[src/rtl/regset_mp.sv]
// Multi-port register set: two write lanes, two combinational read ports, per-register busy scoreboard.
// Optional write-to-read forwarding is enabled by defining REGSET_BYPASS_EN.
module regset_mp #(
  parameter int WIDTH    = 32,
  parameter int ADDR_W   = 5,
  parameter int ZERO_REG = 1
) (
  input  logic              CLK,
  input  logic              RES,
  input  logic [WIDTH-1:0]  D0,
  input  logic [WIDTH-1:0]  D1,
  input  logic [ADDR_W-1:0] A_D0,
  input  logic [ADDR_W-1:0] A_D1,
  input  logic              write_enable0,
  input  logic              write_enable1,
  input  logic [ADDR_W-1:0] A_Q0,
  input  logic [ADDR_W-1:0] A_Q1,
  output logic [WIDTH-1:0]  Q0,
  output logic [WIDTH-1:0]  Q1,
  input  logic              mark_enable,
  input  logic [ADDR_W-1:0] A_M,
  output logic              BUSY0,
  output logic              BUSY1
);

  localparam int DEPTH = 2 ** ADDR_W;

  logic [WIDTH-1:0] regs [DEPTH];
  logic [DEPTH-1:0] busy;
  logic             wr0_ok;
  logic             wr1_ok;
  logic             mark_ok;

  function automatic logic is_zero(input logic [ADDR_W-1:0] a);
    return (ZERO_REG != 0) && (a == '0);
  endfunction

  assign wr0_ok  = write_enable0 && !is_zero(A_D0);
  assign wr1_ok  = write_enable1 && !is_zero(A_D1);
  assign mark_ok = mark_enable && !is_zero(A_M);

  // Statement order gives lane 1 priority over lane 0, and a mark priority over a write's busy clear.
  always_ff @(posedge CLK) begin
    if (RES) begin
      for (int i = 0; i < DEPTH; i++) begin
        regs[i] <= '0;
      end
      busy <= '0;
    end else begin
      if (wr0_ok) begin
        regs[A_D0] <= D0;
        busy[A_D0] <= 1'b0;
      end
      if (wr1_ok) begin
        regs[A_D1] <= D1;
        busy[A_D1] <= 1'b0;
      end
      if (mark_ok) begin
        busy[A_M] <= 1'b1;
      end
    end
  end

  always_comb begin
    Q0 = regs[A_Q0];
`ifdef REGSET_BYPASS_EN
    if (!RES && wr0_ok && (A_D0 == A_Q0)) Q0 = D0;
    if (!RES && wr1_ok && (A_D1 == A_Q0)) Q0 = D1;
`endif
    if (is_zero(A_Q0)) Q0 = '0;
  end

  always_comb begin
    Q1 = regs[A_Q1];
`ifdef REGSET_BYPASS_EN
    if (!RES && wr0_ok && (A_D0 == A_Q1)) Q1 = D0;
    if (!RES && wr1_ok && (A_D1 == A_Q1)) Q1 = D1;
`endif
    if (is_zero(A_Q1)) Q1 = '0;
  end

  // Busy is never forwarded; it reflects stored state only.
  assign BUSY0 = busy[A_Q0] && !is_zero(A_Q0);
  assign BUSY1 = busy[A_Q1] && !is_zero(A_Q1);

endmodule

[config.mk]
export PLATFORM = sky130hd
export DESIGN_NAME = regset_mp
export DESIGN_NICKNAME = d
export VERILOG_FILES = /design/src/rtl/regset_mp.sv
export SDC_FILE = /design/constraint.sdc
export NUM_CORES = 2
export LEC_CHECK = 0
export ABC_CLOCK_PERIOD_IN_PS = 10700
export CAP_MARGIN = 40
export CORE_ASPECT_RATIO = 1.25
export CORE_UTILIZATION = 50
export DETAILED_ROUTE_END_ITERATION = 7
export PLACE_DENSITY = 0.67
export RECOVER_POWER = 50
export SYNTH_ARGS = -nofsm -noshare
export SYNTH_HDL_FRONTEND = slang
export SYNTH_SLANG_ARGS = --single-unit
export TNS_END_PERCENT = 100
[constraint.sdc]
create_clock -name CLK -period 10.7 [get_ports CLK]
set_clock_uncertainty 0.1 [all_clocks]
set_input_delay 1.07 -clock CLK [delete_from_list [all_inputs] [get_ports CLK]]
set_output_delay 1.07 -clock CLK [all_outputs]
set_load 0.05 [all_outputs]
======== Yosys cells after proc, flatten, opt, wreduce, memory -nomap -nowiden ========
Memories as Yosys holds them, arrays and structs flattened.
Cells that the tools add are included.
storage, ports and cells
  flip-flop bits (word level) ............. 32
  bits in latches ......................... 0
  RAM bits ................................ 1,024
  ROM bits ................................ 0
  bits of input ports ..................... 94
  logic and storage cells ................. 66
  memories kept ........................... 1
memories
  memory  words  width  rd ports  clocked after memory_dff  wr ports  RTL line  text
  regs    32     32     2         0                         32        28        logic [WIDTH-1:0] regs [DEPTH];
cells by class
  add/subtract/negate cells ............... 0
  multipliers ............................. 0
  div/mod/pow operators ................... 0
  $lt $le $gt $ge ......................... 8
  eq/ne operators ......................... 0
  shift-type cells ........................ 0
  multiplexer cells ....................... 31
  bitwise operators ....................... 5
  reductions and logical operators ........ 20
operators with widths
  operator            count
  $mux 32             9
  $and 32x32->32      2
  $not 32->32         2
  $reduce_or 32->1    2
  $or 32x32->32       1
  $lt 5x6->1 const B  5
  $logic_not 5->1     5
  $demux 1 s5         3
  $ge 5x1->1 const B  3
  $mux 1              15
  $bmux 1 s5          2
  $mux 5              2
  $logic_and 1x1->1   8
  $logic_not 1->1     5

======== Depth between registers and ports, before layout ========
  depth after elaboration ................. 13
  mapped depth ............................ 8

======== Worst setup path after synthesis ========
OpenSTA, ideal clock, no wires.
  path type ............................... input port to flip-flop
  start ................................... in A_D0[4]
  end ..................................... mem regs[8][0] (enable)
  library setup time ...................... 0.536 ns
  arrival ................................. 5.458 ns
  required time ........................... 10.064 ns
  setup slack ............................. 4.605 ns
  stages on the path ...................... 5
  path buffers ............................ 2
  cells stage by stage .................... buf_2 -> or3_1 -> buf_2 -> nand2_1 -> o311ai_0
RTL lines
  item             RTL line  text
  start, declared  12        input logic [ADDR_W-1:0] A_D0,
  end, declared    28

==> impl_metrics.py <==
metrics = {
    "die": {
        "pin_count": 160,
        "start_util": 0.505,
        "die_height_um": 391,
        "num_rows": 142,
        "dieArea_sq_um": 122000,
        "core_area_sq_um": 120000,
        "die_x_um": 313,
    },
    "timing": {
        "rsz0062_at_grt": "false",
        "worst_slew_pin_slew_ns": 3.90,
        "slew_headroom": -1.60,
        "min_period_ns": 8.77,
        "hold_viol_final": 0,
        "fmax_mhz": 114,
        "min_period_over_period": 0.820,
        "finalSetupTns_ns": 0,
        "setup_viol": 0,
        "slew_violations": 1114,
    },
    "synthesis": {
        "syn_area_sq_um": 60500,
        "synth-edff-count": 1024,
        "ys_ff_latch": 1056,
        "synth_cell_type_count": 54,
        "ys_seq_area_frac": 0.519,
        "ys_warn_count": 0,
        "avgSynthCellArea_sq_um": 14.7,
        "synthArstFlopShare": 0,
        "synth_cells": 4105,
        "synth_flop_cell": "edfxtp_1",
    },
    "setup_path": {
        "crit_path_end_kind": "register",
        "cpMostUsedCell": "clkbuf_1",
        "crit_path_max_fanout": 37,
        "crit_type": "input pin to register",
        "critPathLaunchType": "input pin",
        "worstPathRequired_ns": 10.84,
        "crit_path_top_delay_cell": "clkbuf_1",
        "slowest_delay_ns": 2.65,
        "worstPathArrival_ns": 8.92,
        "worstPathCellList": "clkbuf_1 > clkbuf_1 > or3_2 > clkbuf_1",
    },
    "route": {
        "dr.pass1.iters": 8,
        "wire_per_inst_um": 45.7,
        "antenna_left": 0,
        "drt_wl_total_mm": 262,
        "route.detailed.drc": 0,
        "viasPerCell": 8.29,
        "drt_iter0_drc": 9266,
        "vias": 47496,
    },
    "global_route": {
        "grt_max_degree": 131,
        "globalRouteOverflowTotal": 0,
        "antenna_found_initial": 26,
        "grt_first_pass_wirelength_mm": 356,
        "grt_pass1_vias": 45447,
        "track_usage": 0.422,
    },
    "final_layout": {
        "fillers": 9472,
        "register_area_sq_um": 31400,
        "multi_input_area_sq_um": 26600,
        "syn2layout_area_growth_pct": 11.3,
        "nets": 4131,
        "layout-drive-gt1-share": 0.237,
        "post-route-util": 0.562,
        "stdcell_count": 5728,
        "final_area_sq_um": 67400,
    },
    "placement": {
        "dp.cells": 5499,
        "dp_hpwl_mm": 153,
        "io_buffers": 159,
        "gp_congestion": 1.03,
        "dpl_cell_area_sq_um": 64400,
    },
    "cts": {
        "cts_resized": 0,
        "cts-root-buf": "clkbuf_16",
        "tritoncts": "yes",
        "clockBufferDepth": 3,
        "cts.sinks": 1056,
        "clkTransAtPathRegs_ns": 0.06,
        "cts_max_level": 3,
        "post_cts_buffers": 0,
        "clk-insertion-delay-late_ns": 0.74,
        "cts-buffers-inserted": 109,
        "cts_hold_buffers": 0,
    },
    "power_and_ir_drop": {
        "ir_drop_mv": 0.139,
        "power_density_nw_per_um2": 156,
        "leakagePower_uw": 0.0222,
    },
    "min_path": {
        "hold_path_class": "register to register",
    },
    "flow_run": {
        "cap_violations": 55,
    },
    "status": {
        "status": "finished with violations",
        "violations": "max-capacitance violations, max-slew violations",
    },
}
[report_power, final]
group          leakage (uW)  switching [uW]  internal (uW)
combinational        0.0104            1100            598
clock               0.00169            1720           2160
sequential           0.0101             127           4800
total                0.0222            2940           7550
[Yosys cell counts, drive strengths merged, types with 48 or more instances]
cell type | number | share of area
edfxtp | 1024 | 0.51
a22o | 992 | 0.14
mux4 | 462 | 0.17
clkbuf | 361 | 0.022
buf | 254 | 0.024
mux2i | 132 | 0.022
o21ai | 129 | 0.011
nor2b | 76 | 0.0079
a211oi | 66 | 0.0082
a22oi | 66 | 0.0082
a311oi | 66 | 0.0096
mux2 | 66 | 0.012
nand2 | 61 | 0.0038
nor2 | 57 | 0.0038
a221oi | 48 | 0.0069
[cell type report]
class	instances	area share
sequential	1056	0.466
inverter	35	0.00201
tap	1584	0.0294
antenna	17	0.000632
timing repair buffer	405	0.0546
multi-input combinational	2430	0.396
clock inverter	66	0.00916
clock buffer	135	0.0426
[cell families (layout without fill, tap and decap cells)]
group / after synthesis / after routing / synth area share
DFF: 1056 / 1056 / 0.519
buffers and inverters: 650 / 641 / 0.0484
other: 1 / 49 / 0.0000620
AOI/OAI and AO/OA: 1430 / 1430 / 0.196
and+or+nand+nor: 308 / 308 / 0.0312
muxes: 660 / 660 / 0.206
[critical path, delay by kind of cell]
| family | cells | cell delay (ns) |
|---|---|---|
| simple gates | 1 | 0.40 |
| buf+inv | 3 | 7.36 |
[worst paths after layout]
| check | endpoint | depth (start not counted) | startpoint | slack [ns] |
|---|---|---|---|---|
| setup reg to reg | busy[14]$_SDFF_PP0_ | 2 | busy[14]$_SDFF_PP0_ | 9.75 |
| hold reg to reg | busy[4]$_SDFF_PP0_ | 2 | busy[4]$_SDFF_PP0_ | 0.39 |
| hold / removal | busy[4]$_SDFF_PP0_ | 2 | busy[4]$_SDFF_PP0_ | 0.39 |
| setup / recovery | regs[4][30]$_DFFE_PP_ | 4 | RES | 1.93 |
[flip-flops by register name (all words and copies together) (netlist names)]
| signal | count |
|---|---|
| busy | 32 |
| regs | 1024 |
[stage by stage]
stage | power, uW | setup slack, ns | hold WS [ns]
floorplan | 5930 | 4.61 | 0.351
global route | 10600 | 2.02 | 0.394
CTS | 10400 | 3.95 | 0.383
detailed placement | 6620 | 4.00 | 0.373
finish | 10500 | 1.93 | 0.388
global placement | 6570 | 4.02 | 0.365
[placed cells by master (no fill, tap or decap), types with 72 or more instances in the layout]
cell,instances
mux4_2,462
clkbuf_16,111
mux2i_1,132
buf_4,163
edfxtp_1,1024
clkdlybuf4s50_1,144
o21ai_0,116
a22o_1,992
nor2b_1,72
[per-layer routing]
layer	part of all wire	track usage
met1	0.31	0.507
met2	0.42	0.592
met3	0.17	0.187
met4	0.094	0.322
met5	0.00056	0
No activity file was read; power rests on OpenSTA's default activity.
